### src/rtl/uart_pkg.sv
// Shared UART definitions: parity mode encodings, transmitter FSM states
// and the parity-bit helper.
package uart_pkg;

  localparam logic [1:0] PAR_NONE = 2'b00;
  localparam logic [1:0] PAR_EVEN = 2'b01;
  localparam logic [1:0] PAR_ODD  = 2'b10;
  localparam logic [1:0] PAR_MARK = 2'b11;

  typedef enum logic [2:0] {
    ST_IDLE,
    ST_START,
    ST_DATA,
    ST_PARITY,
    ST_STOP
  } tx_state_t;

  // x is the XOR reduction of the data word
  function automatic logic parity_bit(input logic [1:0] mode, input logic x);
    case (mode)
      PAR_EVEN: return x;
      PAR_ODD:  return ~x;
      default:  return 1'b1;
    endcase
  endfunction

endpackage

### src/rtl/uart_fifo.sv
// Synchronous FIFO with occupancy count; DEPTH must be a power of two so the
// pointers wrap naturally.
module uart_fifo #(
  parameter int WIDTH = 8,
  parameter int DEPTH = 16,
  localparam int AW = $clog2(DEPTH)
) (
  input  logic             clk,
  input  logic             reset,
  input  logic [WIDTH-1:0] wr_data,
  input  logic             wr_req,
  output logic             full,
  output logic [WIDTH-1:0] rd_data,
  input  logic             rd_req,
  output logic             empty,
  output logic [AW:0]      level
);

  localparam logic [AW:0] FULL_LVL = (AW+1)'(DEPTH);

  logic [WIDTH-1:0] mem [DEPTH];
  logic [AW-1:0]    wr_ptr, rd_ptr;
  logic             push, pop;

  assign full    = (level == FULL_LVL);
  assign empty   = (level == '0);
  assign push    = wr_req && !full;
  assign pop     = rd_req && !empty;
  assign rd_data = mem[rd_ptr];

  always_ff @(posedge clk)
    if (push) mem[wr_ptr] <= wr_data;

  always_ff @(posedge clk or posedge reset) begin
    if (reset) begin
      wr_ptr <= '0;
      rd_ptr <= '0;
      level  <= '0;
    end else begin
      if (push) wr_ptr <= wr_ptr + AW'(1);
      if (pop)  rd_ptr <= rd_ptr + AW'(1);
      case ({push, pop})
        2'b10:   level <= level + (AW+1)'(1);
        2'b01:   level <= level - (AW+1)'(1);
        default: ;
      endcase
    end
  end

endmodule

### src/rtl/uart_tx_fifo.sv
// UART transmitter fed by a word FIFO. Frame config is captured when a word
// is popped, so config changes only affect frames not yet started.
module uart_tx_fifo #(
  parameter int DATA_BITS  = 8,
  parameter int FIFO_DEPTH = 16,
  parameter int DIV_WIDTH  = 16,
  localparam int LW = $clog2(FIFO_DEPTH) + 1
) (
  input  logic                 clk,
  input  logic                 reset,
  input  logic [DATA_BITS-1:0] tx_data,
  input  logic                 tx_valid,
  output logic                 tx_ready,
  input  logic [DIV_WIDTH-1:0] cfg_div,
  input  logic [1:0]           cfg_parity,
  input  logic                 cfg_stop2,
  output logic [LW-1:0]        fifo_level,
  output logic                 tx_busy,
  output logic                 tx_done,
  output logic                 uart_tx
);
  import uart_pkg::*;

  localparam int BCW = $clog2(DATA_BITS);
  localparam logic [BCW-1:0] LAST_BIT = BCW'(DATA_BITS - 1);

  tx_state_t            state, state_nxt;
  logic [DIV_WIDTH-1:0] div_q, div_nxt, div_cnt, div_cnt_nxt;
  logic [BCW-1:0]       bit_cnt, bit_cnt_nxt;
  logic [DATA_BITS-1:0] shreg, shreg_nxt, head;
  logic                 par_en, par_en_nxt, par_val, par_val_nxt;
  logic                 stop2_q, stop2_nxt, tx_nxt, done_nxt;
  logic                 pop, fifo_full, fifo_empty, bit_end;

  uart_fifo #(.WIDTH(DATA_BITS), .DEPTH(FIFO_DEPTH)) u_fifo (
    .clk     (clk),
    .reset   (reset),
    .wr_data (tx_data),
    .wr_req  (tx_valid),
    .full    (fifo_full),
    .rd_data (head),
    .rd_req  (pop),
    .empty   (fifo_empty),
    .level   (fifo_level)
  );

  assign tx_ready = !fifo_full;
  assign tx_busy  = (state != ST_IDLE) || !fifo_empty;
  assign bit_end  = (div_cnt == div_q);

  always_comb begin
    state_nxt   = state;
    div_nxt     = div_q;
    div_cnt_nxt = div_cnt;
    bit_cnt_nxt = bit_cnt;
    shreg_nxt   = shreg;
    par_en_nxt  = par_en;
    par_val_nxt = par_val;
    stop2_nxt   = stop2_q;
    pop         = 1'b0;
    done_nxt    = 1'b0;
    tx_nxt      = 1'b1;

    if (state != ST_IDLE)
      div_cnt_nxt = bit_end ? '0 : div_cnt + DIV_WIDTH'(1);

    case (state)
      ST_IDLE: if (!fifo_empty) begin
        pop         = 1'b1;
        state_nxt   = ST_START;
        div_nxt     = cfg_div;
        div_cnt_nxt = '0;
        bit_cnt_nxt = '0;
        shreg_nxt   = head;
        par_en_nxt  = (cfg_parity != PAR_NONE);
        par_val_nxt = parity_bit(cfg_parity, ^head);
        stop2_nxt   = cfg_stop2;
      end
      ST_START: if (bit_end) state_nxt = ST_DATA;
      ST_DATA: if (bit_end) begin
        if (bit_cnt == LAST_BIT) begin
          state_nxt   = par_en ? ST_PARITY : ST_STOP;
          bit_cnt_nxt = '0;
        end else begin
          bit_cnt_nxt = bit_cnt + BCW'(1);
          shreg_nxt   = shreg >> 1;
        end
      end
      ST_PARITY: if (bit_end) state_nxt = ST_STOP;
      // bit_cnt counts stop bits already sent
      ST_STOP: if (bit_end) begin
        if (stop2_q && bit_cnt == '0) begin
          bit_cnt_nxt = BCW'(1);
        end else begin
          state_nxt = ST_IDLE;
          done_nxt  = 1'b1;
        end
      end
      default: state_nxt = ST_IDLE;
    endcase

    // line is registered from the next state so it never glitches
    case (state_nxt)
      ST_START:  tx_nxt = 1'b0;
      ST_DATA:   tx_nxt = shreg_nxt[0];
      ST_PARITY: tx_nxt = par_val_nxt;
      default:   tx_nxt = 1'b1;
    endcase
  end

  always_ff @(posedge clk or posedge reset) begin
    if (reset) begin
      state   <= ST_IDLE;
      div_q   <= '0;
      div_cnt <= '0;
      bit_cnt <= '0;
      shreg   <= '0;
      par_en  <= 1'b0;
      par_val <= 1'b0;
      stop2_q <= 1'b0;
      uart_tx <= 1'b1;
      tx_done <= 1'b0;
    end else begin
      state   <= state_nxt;
      div_q   <= div_nxt;
      div_cnt <= div_cnt_nxt;
      bit_cnt <= bit_cnt_nxt;
      shreg   <= shreg_nxt;
      par_en  <= par_en_nxt;
      par_val <= par_val_nxt;
      stop2_q <= stop2_nxt;
      uart_tx <= tx_nxt;
      tx_done <= done_nxt;
    end
  end

endmodule

### config.mk
export PLATFORM = sky130hd
export DESIGN_NAME = uart_tx_fifo
export DESIGN_NICKNAME = d
export VERILOG_FILES = /design/src/rtl/uart_pkg.sv /design/src/rtl/uart_fifo.sv /design/src/rtl/uart_tx_fifo.sv
export SDC_FILE = /design/constraint.sdc
export NUM_CORES = 1
export LEC_CHECK = 0
export ABC_AREA = 0
export ABC_CLOCK_PERIOD_IN_PS = 4310
export CORE_UTILIZATION = 55
export DETAILED_ROUTE_END_ITERATION = 8
export GPL_TIMING_DRIVEN = 0
export PLACE_DENSITY = 0.74
export SYNTH_ARGS = -nofsm -noshare
export SYNTH_HDL_FRONTEND = slang
export SYNTH_HIERARCHICAL = 1
export SYNTH_SLANG_ARGS = --single-unit
### constraint.sdc
create_clock -name clk -period 4.31 [get_ports clk]
set_clock_uncertainty 0.2 [all_clocks]
set_input_delay 1.293 -clock clk [delete_from_list [all_inputs] [get_ports clk]]
set_output_delay 1.293 -clock clk [all_outputs]
set_load 0.03 [all_outputs]
# ---- Word-level counts from Yosys, hierarchy flattened
# Memory sizes are Yosys's and may differ from the RTL's.
# Cells that the tools add are included.
dict set report totals {
  output_inout_bits 9
  mem_bits_rw 128
  word_cells 95
  in_bits 30
  reg_bits 64
  memories 1
}
# name words width rd rd_clocked_by_memory_dff wr line_no
set memory_table {}
lappend memory_table {u_fifo.mem 16 8 1 0 1 uart_fifo.sv:21} ;# logic [WIDTH-1:0] mem [DEPTH];
dict set report classes {
  add_sub_neg 6
  bitwise_logic 2
  n_mux 35
  n_eq_ne 19
  reduce_logical 18
}
# op n
set op_table {}
lappend op_table {{16-bit two-way mux} 4}
lappend op_table {{3-bit two-way mux} 13}
lappend op_table {{8-bit two-way mux} 3}
lappend op_table {{16-bit by 1-bit adder with 16-bit output, second input constant} 1}
lappend op_table {{16-bit == test} 1}
lappend op_table {{8-bit one-hot mux with 2 select lines} 1}
lappend op_table {{3-bit one-hot mux with 5 select lines} 1}
lappend op_table {{3-bit by 2-bit == test with 1-bit output, second input constant} 4}
lappend op_table {{2-bit != test, second input constant} 5}
lappend op_table {{5-bit one-hot mux with 2 select lines} 1}
lappend op_table {{1-bit two-way mux} 9}
lappend op_table {{3-bit one-hot mux with 3 select lines} 1}
lappend op_table {{4-bit by 1-bit adder with 4-bit output, second input constant} 2}
lappend op_table {{8-bit parity} 1}
lappend op_table {{3-bit by 1-bit == test with 1-bit output, second input constant} 2}
lappend op_table {{3-bit == test, second input constant} 2}
lappend op_table {{3-bit logical NOT} 2}
lappend op_table {{2-bit nonzero test} 3}
lappend op_table {{3-bit nonzero test} 2}
lappend op_table {{5-bit by 1-bit adder with 5-bit output, second input constant} 1}
lappend op_table {{5-bit == test, second input constant} 1}
lappend op_table {{5-bit logical NOT} 1}
lappend op_table {{5-bit AND reduction} 1}
lappend op_table {{5-bit by 1-bit subtractor with 5-bit output, second input constant} 1}
lappend op_table {{11 further kinds} 17}

# ---- Depth between registers and ports, before layout
# Gate-level depths: netlist of the first run.
dict set report logic_depth {
  ltp_word 7
  ltp_mapped 15
  mapped_depth_nobuf 13
}

# ---- By module
# Netlist of the first run, hierarchy kept.
# module seq_area_each_um2 area_each_um2 cells_per_inst n_inst
set modules_own_cells {}
lappend modules_own_cells {uart_fifo 4169.0 5789.3 333 1}
lappend modules_own_cells {uart_tx_fifo 1277.5 2827.7 264 1}

# ---- Worst setup path after synthesis of the first run
# OpenSTA, ideal clock, no wires.
dict set report synth_path {
  kind {reg-to-reg}
  start {register u_fifo.level[0]}
  end {register u_fifo.level[4]}
  period_less_slack_ps 3466
  stages_incl_launch_ff 15
  arrival_ps 3132
  setup_ps 134
  n_path_buf 2
  required_time_ps 3976
  slack_ps 844
  cell_sequence {dfrtp_1 -> nor4_2 -> and2b_1 -> nand2b_1 -> inv_2 -> buf_2 -> nor2b_1 -> buf_6 -> ha_1 -> ha_1 -> nor2b_1 -> o21ai_0 -> a21oi_1 -> or3b_1 -> xnor2_1}
}
dict set report synth_between {
  elab_chain_len 6
  elab_cells_between_ends 14
  cone_classes {2 x add/sub; 3 x eq/ne; 3 x mux; 6 x reduce/logical}
}
# item line_no
set synth_lines {}
lappend synth_lines {{from (decl)} uart_fifo.sv:16} ;# output logic [AW:0] level
lappend synth_lines {{from (signal assigned)} uart_fifo.sv:43} ;# 2'b10: level <= level + (AW+1)'(1);
lappend synth_lines {{from (signal assigned)} uart_fifo.sv:44} ;# 2'b01: level <= level - (AW+1)'(1);
lappend synth_lines {{5-bit logical NOT (*)} uart_fifo.sv:26} ;# assign empty = (level == '0);
lappend synth_lines {{named net fifo_empty} uart_tx_fifo.sv:33} ;# logic pop, fifo_full, fifo_empty, bit_end;
lappend synth_lines {{1-bit two-way mux (*)} uart_tx_fifo.sv:68} ;# ST_IDLE: if (!fifo_empty) begin
lappend synth_lines {{1-bit two-way mux (*)} uart_tx_fifo.sv:67} ;# case (state)
lappend synth_lines {{named net pop} uart_tx_fifo.sv:33}
lappend synth_lines {{1-bit logical AND (*)} uart_fifo.sv:28} ;# assign pop = rd_req && !empty;
lappend synth_lines {{named net u_fifo.pop} uart_fifo.sv:23} ;# logic push, pop;
lappend synth_lines {{2-bit by 1-bit == test with 1-bit output or 2-bit == test (tied branches)} uart_fifo.sv:42} ;# case ({push, pop})
lappend synth_lines {{5-bit one-hot mux with 2 select lines or 2-bit nonzero test (tied branches)} --}
# Mark *: on every way through the listed nets, which the timed path passes. The rest lies on a longest branch.
# A chain may end at the register's enable or synchronous reset.

# ---- Final worst setup path of the first run
dict set report layout_path {
  start {register state[0]}
  end {register u_fifo.level[4]}
}
dict set report layout_between {
  elab_chain_len 5
  elab_cells_between_ends 7
  cone_classes {2 x eq/ne; 2 x mux; 3 x reduce/logical}
}
# item line_no
set layout_lines {}
lappend layout_lines {{from (decl)} uart_tx_fifo.sv:27} ;# tx_state_t state, state_nxt;
lappend layout_lines {{from (signal assigned)} uart_tx_fifo.sv:124} ;# state <= state_nxt;
lappend layout_lines {{3-bit logical NOT (*)} uart_tx_fifo.sv:67}
lappend layout_lines {{1-bit two-way mux (*)} uart_tx_fifo.sv:67}
lappend layout_lines {{named net pop} uart_tx_fifo.sv:33}
lappend layout_lines {{1-bit logical AND (*)} uart_fifo.sv:28}
lappend layout_lines {{named net u_fifo.pop} uart_fifo.sv:23}
lappend layout_lines {{2-bit by 1-bit == test with 1-bit output or 2-bit == test (tied branches)} uart_fifo.sv:42}
lappend layout_lines {{5-bit one-hot mux with 2 select lines or 2-bit nonzero test (tied branches)} --}
# Marks and branches as above.

==> results of run 1 <==
[cell families (layout without fill, tap and decap cells)]
kind of cell               Yosys count  count (layout)  synth area share (%)
xor gates and xnor gates            38              38                  4.04
AOI/OAI and AO/OA                  106             106                  8.04
muxes                               70              70                  10.9
adders and majority gates           17              17                  2.56
buffers and inverters               51             122                  3.33
and+or+nand+nor                    123             123                  7.96
DFF                                192             192                  63.2
[cell type report]
class / instances / area share [%]
timing repair buffer: 39 / 4.07
multi-input combinational: 354 / 29.1
tap: 211 / 2.66
clock buffer: 18 / 4.33
sequential: 192 / 55.0
inverter: 22 / 0.834
buffer: 29 / 2.06
clock inverter: 14 / 1.96
[metrics by stage]
stage / worst slack (ps) / total power, mW / utilization [%]
2_1_floorplan: 844 / 2.80 / -
3_3_place_gp: 409 / 3.03 / 60.7
3_5_place_dp: 357 / 3.08 / 60.8
4_1_cts: 103 / 4.70 / 64.9
5_1_grt: 142 / 4.86 / 64.9
6_report: 425 / 4.68 / 64.9
[sequential cells by signal, indices dropped and copies added (netlist names)]
name,cells
u_fifo/mem,128
div_cnt,16
div_q,16
shreg,8
u_fifo/level,5
u_fifo/rd_ptr,4
u_fifo/wr_ptr,4
bit_cnt,3
state,3
par_en,1
par_val,1
stop2_q,1
tx_done,1
uart_tx,1
[where the power goes]
group	internal (mW)	switching, mW	leakage [nW]	total, mW
sequential	2.18	0.127	1.94	2.31
clock	0.892	0.738	0.306	1.63
combinational	0.297	0.442	1.60	0.739
[per-layer routing]
metal  vias to the layer above  wire length [um]
li1                       2364                 -
met1                      2563              7600
met2                       182              8270
met3                        38               998
met4                         0               515
met5                         -                 0
[path summary, 6_finish.rpt]
kind	from	end	slack, ps
worst max-delay path	state[0]	u_fifo/level[4]	430
worst min-delay path	shreg[4]	shreg[4]	280
worst max register to register	state[0]	u_fifo/level[4]	430
worst min register to register	shreg[4]	shreg[4]	280
max in group asynchronous	reset	div_cnt[10]	2300
min in group asynchronous	reset	par_en	1060
[what timing repair did]
item	4_1_cts	5_1_grt
resized for setup	0	1
setup endpoints to repair	0	1
setup buffers	0	0
hold endpoints to repair	0	0
[synthesized netlist by cell type, types with 5 or more instances]
cell type	number
edfxtp_1	128
dfrtp_1	63
nand2_1	38
mux2i_1	28
mux2_2	25
o21ai_0	24
xor2_1	22
inv_1	20
nor2_1	20
a21oi_1	16
ha_1	16
mux4_2	16
o21ai_1	16
xnor2_1	14
a21o_1	12
buf_2	12
a22oi_1	10
nand3_1	10
nor3_1	10
a221oi_1	9
a22o_1	9
buf_6	8
clkbuf_1	6
nand2b_1	6
nor3b_1	6
nor4_2	5
==> impl_metrics.csv, run 1 <==
group,metric,value,unit
timing,whs,277,ps
setup_path,critical_path.max_fanout,10,
setup_path,arrival,4000,ps
synthesis,yosysTopAreaCell,"edfxtp_1",
die,core-area,15300,sq um
final_layout,regArea,5450,sq um
routing,drt_iter0_drc,460,
timing,slew_headroom,15.0,%
final_layout,design_area,9910,sq um
setup_path,max_stage_delay,480,ps
final_layout,multi_input_area,2880,sq um
global_routing,gr-max-usage-layer,"met2",
synthesis,ys_seq_area_share,63.2,%
global_routing,overflow,0,
global_routing,grt_max_degree,32,
synthesis,synthTopCellsByArea,"edfxtp_1 (45%), dfrtp_1 (18%), mux4_2 (4.2%), mux2_2 (3.3%), mux2i_1 (3.3%)",
clock_network,cts_root_buf,"clkbuf_16",
routing,finalWirelength,17.4,mm
global_routing,grt_use_met3,4.86,%
synthesis,yosysWarnings,6,
outcome,status,"complete, no violations",
timing,finalSetupViolCount,0,
die,io_pins,39,
global_routing,first_global_vias,4956,
global_routing,grt_antenna_before_repair,0,
die,fp.dieH,127,um
final_layout,nets,702,
power_and_ir_drop,ir_drop,0.525,mV
timing,min_period_over_period,90.1,%
timing,fmax,257,MHz
final_layout,final_cells,879,
synthesis,synth_edf_count,128,
timing,slew_viol_final,0,
setup_path,crit_cells,15,
setup_path,cp_data_required_time,4430,ps
clock_network,cts_tree,"yes",
power_and_ir_drop,pwr_density_cell,472,nW/um^2
clock_network,cts_buffers,17,
synthesis,ys_ff_latch,192,
timing,tightest_slew,1270,ps
setup_path,cp-end-kind,"register",
global_routing,track_usage,22.8,%
synthesis,netlist.area_leader.share,44.6,%
global_routing,grt_pass1_wl,26.9,mm
global_routing,use_met2,35.2,%
synthesis,ys.flop_type,"edfxtp_1",
synthesis,synth_cell_types,59,
synthesis,synth_area,8620,sq um
clock_network,cts_hold_buf,0,
setup_path,worstSetupStartpointType,"register",
synthesis,synthCells,597,
die,dieArea,16200,sq um
clock_network,path_clk_slew,70,ps
setup_path,worstSetupPathType,"reg2reg",
synthesis,synthArstFlopShare,33.3,%
synthesis,syn-num-nets,644,
routing,via_count,5147,
setup_path,worstRegToRegCells,15,
routing,ant_nets,0,
timing,hold_violations,0,
setup_path,crit_buf_inv,5,
routing,post_drt_via_cell_ratio,5.86,
die,fp-row-count,45,
die,die_w,127,um
setup_path,path_cells,"buf_2, nor3_1, nand2b_1, inv_2, buf_2, nor2b_1, buf_6, ha_1, inv_1, fa_1, nor2b_1, o21ai_0, nand3_1, or3b_1, xnor2_1",
routing,first_pass_iters,5,
final_layout,antenna_cells,0,
clock_network,clkSinkCount,192,
worst_hold_path,hold-path-cell-count,1,
clock_network,htree_levels,4,
final_layout,layout_commonest_cell,"edfxtp_1",
routing,wl_per_cell,19.8,um
synthesis,avgSynthCellArea,14.4,sq um
timing,rsz0062_at_grt,"no",
flow_run,drv_cap,0,
place,gp_congestion,0.897,
global_routing,gr-usage-met1,31.9,%
setup_path,cp_slowest_cell,"nor3_1",
final_layout,syn2layout_area_growth,15.0,%
setup_path,crit_family,"simple AND/OR/NAND/NOR gates",
clock_network,cts_buffer_depth,2,
place,port_buffers,38,
die,start_util,56.5,%
final_layout,drive_above_1_share,17.4,%
timing,finalSetupTns,0,ps
routing,drc,0,
place,dp_hpwl,11.8,mm
place,dpl-instance-area,9280,sq um
clock_network,clk_latency,430,ps
power_and_ir_drop,leakagePower,3.85,nW
final_layout,final_cell_mix,"edfxtp_1 (128), dfrtp_1 (63), nand2_1 (38)",
final_layout,fillCellCount,1091,
timing,layout_min_cycle_time,3880,ps
place,dpl.cell_count,847,
worst_hold_path,worst_hold_path_type,"reg2reg",
Power figures use the tool's default switching activity.
==> run 2, diff against run 1 <==
--- a/config.mk
+++ b/config.mk
@@ -7,10 +7,11 @@
 export LEC_CHECK = 0
 export ABC_AREA = 0
 export ABC_CLOCK_PERIOD_IN_PS = 4310
-export CORE_UTILIZATION = 55
+export CELL_PAD_IN_SITES_DETAIL_PLACEMENT = 0
+export CELL_PAD_IN_SITES_GLOBAL_PLACEMENT = 1
+export CORE_UTILIZATION = 51
 export DETAILED_ROUTE_END_ITERATION = 8
-export GPL_TIMING_DRIVEN = 0
-export PLACE_DENSITY = 0.74
+export PLACE_DENSITY_LB_ADDON = 0.1
 export SYNTH_ARGS = -nofsm -noshare
 export SYNTH_HDL_FRONTEND = slang
 export SYNTH_HIERARCHICAL = 1
==> impl_metrics.csv, run 2 (synthesis gave the netlist of run 1 again) <==
group,metric,value,unit
routing,post_drt_via_cell_ratio,5.60,
setup_path,worstSetupPathType,"reg2out",
setup_path,critical_path.max_fanout,9,
global_routing,first_global_vias,5075,
final_layout,nets,690,
power_and_ir_drop,total_power,4.55,mW
setup_path,path_cells,"nor4_2, and2b_1, and2_1, inv_1, clkdlybuf4s50_1",
routing,wl_per_cell,19.5,um
global_routing,grt_antenna_before_repair,0,
final_layout,design_area,9800,sq um
clock_network,cts_tree,"yes",
final_layout,antenna_cells,0,
die,die_w,132,um
final_layout,post-route-util,59.3,%
final_layout,largest-register,"u_fifo/mem",
die,io_pins,39,
flow_run,drv_cap,0,
routing,drc,0,
timing,finalSetupTns,0,ps
final_layout,drive_above_1_share,17.2,%
routing,finalWirelength,17.1,mm
place,port_buffers,38,
routing,via_count,4907,
clock_network,cts_buffer_depth,2,
outcome,status,"complete, no violations",
setup_path,cp_slowest_cell,"clkdlybuf4s50_1",
final_layout,largest_register_ffs,128,
setup_path,cp_data_required_time,2820,ps
timing,slew_viol_final,0,
die,dieArea,17400,sq um
place,gp_congestion,0.814,
final_layout,reg_top3,"u_fifo/mem: 128 flops, div_cnt: 16 flops, div_q: 16 flops",
routing,drt_iter0_drc,339,
timing,hold_violations,0,
global_routing,track_usage,21.2,%
clock_network,clkSinkCount,192,
timing,tightest_slew,1110,ps
setup_path,crit_family,"simple AND/OR/NAND/NOR gates",
clock_network,path_clk_slew,70,ps
clock_network,cts_root_buf,"clkbuf_16",
clock_network,post_cts_buffers,0,
final_layout,final_cell_mix,"edfxtp_1 (128), dfrtp_1 (62), nand2_1 (38), clkdlybuf4s50_1 (38), mux2i_1 (28)",
worst_hold_path,worst_hold_path_type,"reg2reg",
final_layout,final_cells,876,
timing,finalSetupViolCount,0,
setup_path,crit_buf_inv,2,
global_routing,grt_max_degree,52,
routing,first_pass_iters,4,
die,fp-row-count,47,
timing,fmax,253,MHz
clock_network,cts_buffers,17,
clock_network,htree_levels,4,
global_routing,overflow,0,
place,dpl-instance-area,9220,sq um
timing,slew_headroom,25.8,%
timing,rsz0062_at_grt,"no",
worst_hold_path,holdCritStartpoint,"shreg[1]",
power_and_ir_drop,pwr_density_cell,464,nW/um^2
clock_network,postCtsResizedCells,0,
place,dpl.cell_count,844,
die,fp.dieH,132,um
final_layout,syn2layout_area_growth,13.7,%
setup_path,cp-end-kind,"primary output",
setup_path,worstSetupStartpointType,"register",
setup_path,crit_path_start,"u_fifo/level[0]",
timing,min_period_over_period,91.6,%
setup_path,r2r_start,"state[2]",
clock_network,cts_hold_buf,0,
place,dp_hpwl,11.8,mm
final_layout,layout_commonest_cell,"edfxtp_1",
die,core-area,16500,sq um
timing,layout_min_cycle_time,3950,ps
setup_path,max_stage_delay,630,ps
setup_path,arrival,2460,ps
global_routing,grt_pass1_wl,27.7,mm
power_and_ir_drop,ir_drop,0.270,mV
clock_network,clk_latency,420,ps
power_and_ir_drop,leakagePower,3.79,nW
die,start_util,52.1,%
routing,ant_nets,0,
[run 2: cell types whose count changed in the layout (fill, tap and decap cells not counted), sizes merged]
cell / before / now
clkdlybuf4s50: 37 / 38
dlymetal6s2s: 1 / 0
bufinv: 2 / 1
inv: 30 / 27
buf: 24 / 18
clkinvlp: 0 / 1
clkinv: 4 / 6
clkbuf: 24 / 19
[run 2: area by class of cell]
type / instances / area [sq um]
sequential: 192 / 5450
clock buffer: 19 / 453
timing repair buffer: 56 / 528
tap: 220 / 275
fill: 1308 / 6730
clock inverter: 13 / 125
inverter: 22 / 82.6
multi-input combinational: 354 / 2880
[run 2: worst paths after layout]
kind | endpoint | slack (ps) | cells after the start
min in group asynchronous | u_fifo/level[0] | 1100 | 2
hold reg to reg | shreg[1] | 280 | 1
setup / recovery | tx_busy | 360 | 5
hold / removal | shreg[1] | 280 | 1
setup reg to reg | u_fifo/level[4] | 600 | 12
max in group asynchronous | div_q[5] | 2250 | 3
[run 2: metal layers]
layer  track usage, %  wire length [um]  vias up
li1                 -                 -     2331
met1             26.5              7480     2454
met2             36.2              8740       92
met3             4.50               467       30
met4             7.95               417        0
met5                0                 0        -
[run 2: stage by stage]
stage	hold slack, ps	setup WS [ps]
4_1_cts	284	325
6_report	280	362
2_1_floorplan	250	844
3_3_place_gp	262	605
3_5_place_dp	269	549
5_1_grt	298	177
[run 2: where the power goes]
part	internal, mW	total, mW	leakage, nW	switching, mW
clock	0.838	1.52	0.286	0.686
sequential	2.18	2.33	1.94	0.148
combinational	0.303	0.696	1.56	0.393
total	3.32	4.55	3.79	1.23
